**src/rtl/riscv_if_prefetch.sv**
```systemverilog
// Instruction-fetch stage with a DEPTH-entry prefetch queue.
// It issues one ICACHE read per cycle and hands instructions to ID over valid/ready.
module riscv_if_prefetch #(
    parameter int              XLEN     = 32,
    parameter int              DEPTH    = 4,
    parameter logic [XLEN-1:0] RESET_PC = '0,
    parameter logic [31:0]     NOP      = 32'h0000_0013
) (
    input  logic                       clk,
    input  logic                       rst_n,
    input  logic [1:0]                 pc_src,
    input  logic [XLEN-1:0]            pc_j,
    input  logic [XLEN-1:0]            pc_branch,
    input  logic                       ICACHE_stall,
    output logic                       ICACHE_ren,
    output logic                       ICACHE_wen,
    output logic [XLEN-1:0]            ICACHE_addr,
    input  logic [31:0]                ICACHE_rdata,
    output logic [31:0]                ICACHE_wdata,
    input  logic                       id_ready,
    output logic                       inst_valid,
    output logic [31:0]                inst_ppl,
    output logic [XLEN-1:0]            pc_ppl,
    output logic [$clog2(DEPTH):0]     fetch_count
);

    localparam int PW = $clog2(DEPTH);
    localparam int CW = PW + 1;

    logic [XLEN-1:0] pc_r;
    logic [PW-1:0]   wr_ptr;
    logic [PW-1:0]   rd_ptr;
    logic [CW-1:0]   count;

    logic [XLEN-1:0] q_pc   [DEPTH];
    logic [31:0]     q_inst [DEPTH];

    logic            pop;
    logic            full;
    logic            redirect;
    logic            accept;
    logic [XLEN-1:0] target_raw;
    logic [XLEN-1:0] target;

    always_comb begin
        redirect   = 1'b0;
        target_raw = pc_j;
        case (pc_src)
            2'b01: begin
                redirect   = 1'b1;
                target_raw = pc_j;
            end
            2'b10: begin
                redirect   = 1'b1;
                target_raw = pc_branch;
            end
            default: begin
                redirect   = 1'b0;
                target_raw = pc_j;
            end
        endcase
    end

    // Targets are word aligned; the low two bits are dropped rather than trapped.
    assign target = {target_raw[XLEN-1:2], 2'b00};

    assign inst_valid = (count != '0);
    assign pop        = inst_valid && id_ready;
    assign full       = (count == CW'(DEPTH));
    // A full queue still fetches when the head leaves this cycle, so the stream has no bubble.
    assign ICACHE_ren = !full || pop;
    assign accept     = ICACHE_ren && !ICACHE_stall && !redirect;

    assign ICACHE_addr  = pc_r;
    assign ICACHE_wen   = 1'b0;
    assign ICACHE_wdata = 32'h0;
    assign fetch_count  = count;

    assign inst_ppl = inst_valid ? q_inst[rd_ptr] : NOP;
    assign pc_ppl   = inst_valid ? q_pc[rd_ptr]   : '0;

    always_ff @(posedge clk or negedge rst_n) begin
        if (!rst_n) begin
            pc_r   <= RESET_PC;
            wr_ptr <= '0;
            rd_ptr <= '0;
            count  <= '0;
        end else if (redirect) begin
            pc_r   <= target;
            wr_ptr <= '0;
            rd_ptr <= '0;
            count  <= '0;
        end else begin
            if (accept) begin
                pc_r   <= pc_r + XLEN'(4);
                wr_ptr <= wr_ptr + 1'b1;
            end
            if (pop) begin
                rd_ptr <= rd_ptr + 1'b1;
            end
            if (accept && !pop) begin
                count <= count + 1'b1;
            end else if (pop && !accept) begin
                count <= count - 1'b1;
            end
        end
    end

    // Entry storage needs no reset: count gates every read of it.
    always_ff @(posedge clk) begin
        if (accept) begin
            q_pc[wr_ptr]   <= pc_r;
            q_inst[wr_ptr] <= ICACHE_rdata;
        end
    end

endmodule

```
**config.mk**
```make
export PLATFORM = sky130hd
export DESIGN_NAME = riscv_if_prefetch
export DESIGN_NICKNAME = d
export VERILOG_FILES = /design/src/rtl/riscv_if_prefetch.sv
export SDC_FILE = /design/constraint.sdc
export NUM_CORES = 1
export LEC_CHECK = 0
export CAP_MARGIN = 40
export CORE_MARGIN = 2
export CORE_UTILIZATION = 47
export DETAILED_ROUTE_END_ITERATION = 12
export PLACE_DENSITY = 0.83
export RECOVER_POWER = 100
export SLEW_MARGIN = 40
export SYNTH_ARGS = -nofsm -noshare
export SYNTH_HDL_FRONTEND = slang
export SYNTH_SLANG_ARGS = --single-unit
```
**constraint.sdc**
```tcl
create_clock -name clk -period 3.1 [get_ports clk]
set_clock_uncertainty 0.1 [all_clocks]
set_input_delay 0.62 -clock clk [delete_from_list [all_inputs] [get_ports clk]]
set_output_delay 0.62 -clock clk [all_outputs]
set_load 0.03 [all_outputs]
```
== After elaboration in Yosys (flattened, before gate mapping) ==
Memories as Yosys holds them, arrays and structs flattened.
Cells that the tools add are included.

* $add $sub $neg: 5
* Equal/unequal tests: 3
* Muxes and demuxes: 15
* Reductions and logical operators: 16

{| class="wikitable"
|+ Operator list
! operator !! count
|-
| 32-bit two-way mux || 5
|-
| 32-bit by 3-bit adder with 32-bit output, second input constant || 1
|-
| 3-bit two-way mux || 3
|-
| 2-bit two-way mux || 4
|-
| 3-bit nonzero test || 2
|-
| 1-bit logical AND || 5
|-
| 1-bit logical NOT || 5
|-
| 2-bit by 1-bit adder with 2-bit output, second input constant || 2
|-
| 2-bit nonzero test || 2
|-
| 3-bit by 1-bit adder with 3-bit output, second input constant || 1
|-
| 3-bit equality test, second input constant || 1
|-
| 1-bit two-way mux || 3
|-
| 3-bit by 1-bit subtractor with 3-bit output, second input constant || 1
|-
| 2-bit by 1-bit equality test with 1-bit output, second input constant || 1
|-
| 2-bit equality test, second input constant || 1
|-
| 2-bit OR reduction || 1
|-
| 1-bit logical OR || 1
|}

* Bits in registers: 39
* Memory bits (writable): 256
* Input bits: 102
* Output and inout bits: 134
* Word-level logic and storage cells: 45
* Memories kept: 2

{| class="wikitable"
|+ Memory list
! memory !! depth !! bits a word !! rd ports !! clocked after memory_dff !! wr ports !! line !! source
|-
| q_inst || 4 || 32 || 1 || 0 || 1 || 36 || <nowiki>logic [31:0] q_inst [DEPTH];</nowiki>
|-
| q_pc || 4 || 32 || 1 || 0 || 1 || 35 || <nowiki>logic [XLEN-1:0] q_pc [DEPTH];</nowiki>
|}

== Longest topological paths before layout ==
* Depth after elaboration: 10
* Gate-level depth with buffers: 9
* Depth with buffers taken out: 8

== Least setup slack after synthesis ==
Ideal clock, no wire load.

* Kind: flip-flop to flip-flop
* Start: reg count[0], in the netlist fetch_count[0]
* End: mem q_inst[0][0] (enable)
* Library setup time: 0.427 ns
* Data arrival time: 2.781 ns
* Data required time: 2.573 ns
* Slack: -0.208 ns
* Stages on the path, launching flop included: 5
* Path buffers: 1
* Period minus slack after synthesis: 3.308 ns
* Cells stage by stage: dfrtp_1 > buf_2 > nor4b_4 > nor2_1 > and3_1

* Cells in the longest elaborated chain, start to end: 7
* Elaborated cells between the ends (all ways): 9
* Those cells by class: 1 x eq/ne; 2 x mux; 6 x reduce/logical

{| class="wikitable"
|+ Ends and longest elaborated chain
! what !! line !! source
|-
| start: declaration || 33 || <nowiki>logic [CW-1:0] count;</nowiki>
|-
| start signal: assignment || 102 || <nowiki>count <= count + 1'b1;</nowiki>
|-
| start signal: assignment || 104 || <nowiki>count <= count - 1'b1;</nowiki>
|-
| 3-bit equality test or 3-bit nonzero test (tied branches) || 69, 67 ||
|-
| 1-bit logical NOT or 1-bit logical AND (tied branches) || 71, 68 ||
|-
| 1-bit logical OR (*) || 71 || <nowiki>assign ICACHE_ren = !full || pop;</nowiki>
|-
| 1-bit logical AND (*) (2 in series) || 72 || <nowiki>assign accept = ICACHE_ren && !ICACHE_stall && !redirect;</nowiki>
|-
| 1-bit two-way mux (*) || 111 || <nowiki>if (accept) begin</nowiki>
|-
| 1-bit two-way mux (not written as such) (*) || 113 || <nowiki>q_inst[wr_ptr] <= ICACHE_rdata;</nowiki>
|-
| end: declaration || 36 ||
|}

Every way passes the cells marked *; elsewhere a longest branch is shown, timed or not.

== Final worst setup path ==
* Start: reg rd_ptr[0]
* End: out pc_ppl[21]

* Cells in the longest elaborated chain, start to end: 2

{| class="wikitable"
|+ Ends and longest elaborated chain
! what !! line !! source
|-
| start: declaration || 32 || <nowiki>logic [PW-1:0] rd_ptr;</nowiki>
|-
| start signal: assignment || 99 || <nowiki>rd_ptr <= rd_ptr + 1'b1;</nowiki>
|-
| memory 4 x 32 bit || - ||
|-
| 32-bit two-way mux || 80 || <nowiki>assign pc_ppl = inst_valid ? q_pc[rd_ptr] : '0;</nowiki>
|-
| end: declaration || 23 || <nowiki>output logic [XLEN-1:0] pc_ppl,</nowiki>
|}

Every way passes these cells.

==> impl_metrics.json <==
{
  "outcome": "finished clean",
  "grt_pass1_wl_um": 40440,
  "n_fill_cell": 1884,
  "combPwrFrac": 0.352,
  "endpoint_kind": "output port",
  "finalNonFillerCells": 1301,
  "ys_seq_area_frac": 0.6872,
  "ys_ff_latch": 285,
  "dieArea_um2": 27230,
  "slew_viol_final": 0,
  "p_int_mw": 8.499,
  "hold_viol_final": 0,
  "firstDrtPassIters": 4,
  "antenna_left": 0,
  "tightest_slew_ps": 1319,
  "ctsHtreeMaxLevel": 1,
  "drive_gt1_frac": 0.1918,
  "dp_cells": 1239,
  "area_delta_synth_final_pct": 26.68,
  "grt_max_degree": 52,
  "period_share": 0.9894,
  "synth-edff-count": 248,
  "clkPwrFrac": 0.270,
  "async_flop_share": 0.1298,
  "layout_min_cycle_time_ps": 3067,
  "final.setup.worst_slack_ps": 33.01,
  "clk-insertion-delay-late_ps": 540,
  "syn_area_um2": 12180,
  "fin_nets": 1056,
  "min-delay-start": "ICACHE_addr[20]",
  "wl_per_cell_um": 21.02,
  "cp.arrival_ps": 2350,
  "regToRegStartpoint": "fetch_count[0]",
  "rsz0062_at_grt": "yes",
  "startpoint_type": "flip-flop",
  "path_class": "flip-flop to output port",
  "synth_top_flop_cell": "edfxtp_1",
  "vias": 7173,
  "port_buffers": 194,
  "p_sw_mw": 4.291,
  "yosysWarnings": 0,
  "synth_cells": 722,
  "dieWidth_um": 165.0,
  "pin_count": 236,
  "p_per_area_nw_per_um2": 828.6,
  "cp.required_ps": 2380,
  "p_seq_frac": 0.378,
  "p_leak_nw": 5.308,
  "synth_cell_types": 44,
  "dp_hpwl_um": 17470,
  "slew_headroom": 0.1205,
  "cts_sinks": 285,
  "max_cap_viol_count": 0,
  "rows": 58,
  "numCtsBuffers": 29,
  "dpl_worst_slack_ps": 177.1,
  "core_region_area_um2": 25330,
  "root_buffer": "clkbuf_16",
  "first_global_vias": 7139,
  "p_total_mw": 12.79,
  "globalplace.congestion": 0.7536,
  "clk_path_buf_depth": 3,
  "drtIter0Drc": 569,
  "worstSetupStartpoint": "rd_ptr[0]",
  "fmax_ghz": 0.3261,
  "die_y_um": 165.0,
  "setup_violations": 0,
  "route.detailed.drc": 0,
  "clkTransAtPathRegs_ps": 60,
  "syn_area_per_cell_um2": 16.88,
  "overflow": 0,
  "grtUsageTotal": 0.1985,
  "start_util": 0.4811,
  "drt-total-wl_um": 27350,
  "peakVddDrop_uv": 564.1,
  "switching_share": 0.3355,
  "min_path_type": "flip-flop to flip-flop",
  "cp_max_fo": 14,
  "viasPerCell": 5.513,
  "antenna_found_initial": 1,
  "cts_tree": "yes"
}
[timing repair]
action                                  4_1_cts  5_1_grt
buffers inserted                              2        3
endpoints found under the setup margin       51       42
cloned                                        1        0
resized for setup                            68       48
hold buffers                                  1        0
hold endpoints to repair                     22        0
[worst max-delay path, stage by stage, from the launching register on]
cell and delay, ps:
dfrtp_4 460, buf_12 110, buf_16 160, mux4_2 510, and2_1 170, dlygate4sd2_1 370
[logic make-up after synthesis]
logic type / count (synthesis) / synth area share
buffers and inverters: 90 / 0.04046
AND/OR/NAND/NOR: 173 / 0.08996
XOR/XNOR: 12 / 0.008626
adder cells (fa/ha/maj): 7 / 0.007804
AO/OA/AOI/OAI: 91 / 0.05022
other: 1 / 0.0003078
multiplexers: 63 / 0.1154
flip-flops: 285 / 0.6872
[cells in the mapped netlist (all sizes together) (4+ instances only)]
cell type  count  area share
or4           18       0.011
a21oi         14      0.0058
nor2           6      0.0018
and2          59       0.030
o31ai         17       0.010
a31oi         21       0.011
or2            6      0.0031
inv           13      0.0040
edfxtp       248        0.61
xor2           5      0.0036
clkbuf        31      0.0096
nand3         14      0.0058
ha             6      0.0062
xnor2          7      0.0050
nor4           4      0.0021
or3            7      0.0036
buf           46       0.027
nor2b         30       0.015
and3           7      0.0036
nand2          7      0.0022
o21ai          5      0.0021
a211oi        30       0.018
mux4          62        0.11
dfrtp         37       0.076
[metal layers]
metal  vias up  part of all wire  global-route usage
li1       3239                 -                   -
met1      3623              0.41              0.2612
met2       286              0.51              0.3523
met3        25             0.072             0.03792
met4         0            0.0076             0.02767
met5         -                 0                   0
[cell usage in the layout, fill, tap and decap left out, types with 6 or more instances in the layout]
cell type | netlist | layout
a21oi_1 | 14 | 14
a211oi_1 | 30 | 30
buf_12 | 0 | 7
dlygate4sd3_1 | 0 | 67
mux4_2 | 62 | 62
clkbuf_16 | 0 | 29
or4_1 | 17 | 17
clkbuf_1 | 31 | 15
dlygate4sd2_1 | 0 | 24
and2_1 | 59 | 59
a31oi_1 | 21 | 21
or2_2 | 6 | 6
clkbuf_2 | 0 | 20
nand3_1 | 14 | 14
nor2b_1 | 30 | 30
edfxtp_1 | 248 | 248
clkdlybuf4s50_1 | 0 | 63
and3_1 | 7 | 7
o31ai_1 | 17 | 17
buf_4 | 37 | 25
clkinv_2 | 0 | 7
xnor2_1 | 7 | 7
inv_1 | 12 | 11
nor2_1 | 6 | 6
conb_1 | 1 | 37
nand2_1 | 7 | 7
or3_1 | 7 | 7
dfrtp_1 | 37 | 35
[state kept, by name (all words and copies together), names as in the netlist]
signal,count
wr_ptr,2
rd_ptr,2
fetch_count,3
q_inst,128
q_pc,120
ICACHE_addr,30
[area by class of cell]
class                      instances  area (um2)  share of cell area
tap                              330       412.9             0.02675
antenna                            1       2.502           0.0001621
inverter                          13       48.80            0.003161
sequential                       285        8381              0.5430
clock inverter                    18       195.2             0.01265
multi-input combinational        383        3441              0.2229
timing repair buffer             235        2192              0.1420
clock buffer                      36       762.0             0.04937
[path summary, 6_finish.rpt]
check | slack [ps] | depth (start not counted) | endpoint
worst min register to register | 520 | 0 | q_pc[1][20]
max in group asynchronous | 690 | 3 | ICACHE_addr[13]
worst max register to register | 560 | 8 | fetch_count[2]
worst min-delay path | 520 | 0 | q_pc[1][20]
min in group asynchronous | 800 | 2 | ICACHE_addr[26]
worst max-delay path | 30 | 5 | pc_ppl[21]
[power by group through the flow]
stage                     clock network (mW)  logic, mW  registers, mW
after floorplan                            0       2.74           4.97
after global placement                     0       4.69           4.90
after detailed placement                   0       4.76           4.93
after CTS                               3.52       4.61           4.85
after global routing                    3.68       4.80           4.88
final                                   3.46       4.50           4.84
[per-stage QoR]
| stage | area, um2 | util | hold WS (ps) | setup TNS [ps] |
|---|---|---|---|---|
| 5_1_grt | 15430 | 0.6094 | 537.6 | -333.9 |
| 3_5_place_dp | 14610 | 0.5767 | 505.4 | 0 |
| 2_1_floorplan | 12320 | - | 224.4 | 0 |
| 4_1_cts | 15580 | 0.6151 | 499.9 | -1063 |
| 6_report | 15430 | 0.6094 | 516.0 | 0 |
| 3_3_place_gp | 14610 | 0.5767 | 494.5 | 0 |
Power figures use the tool's default switching activity.
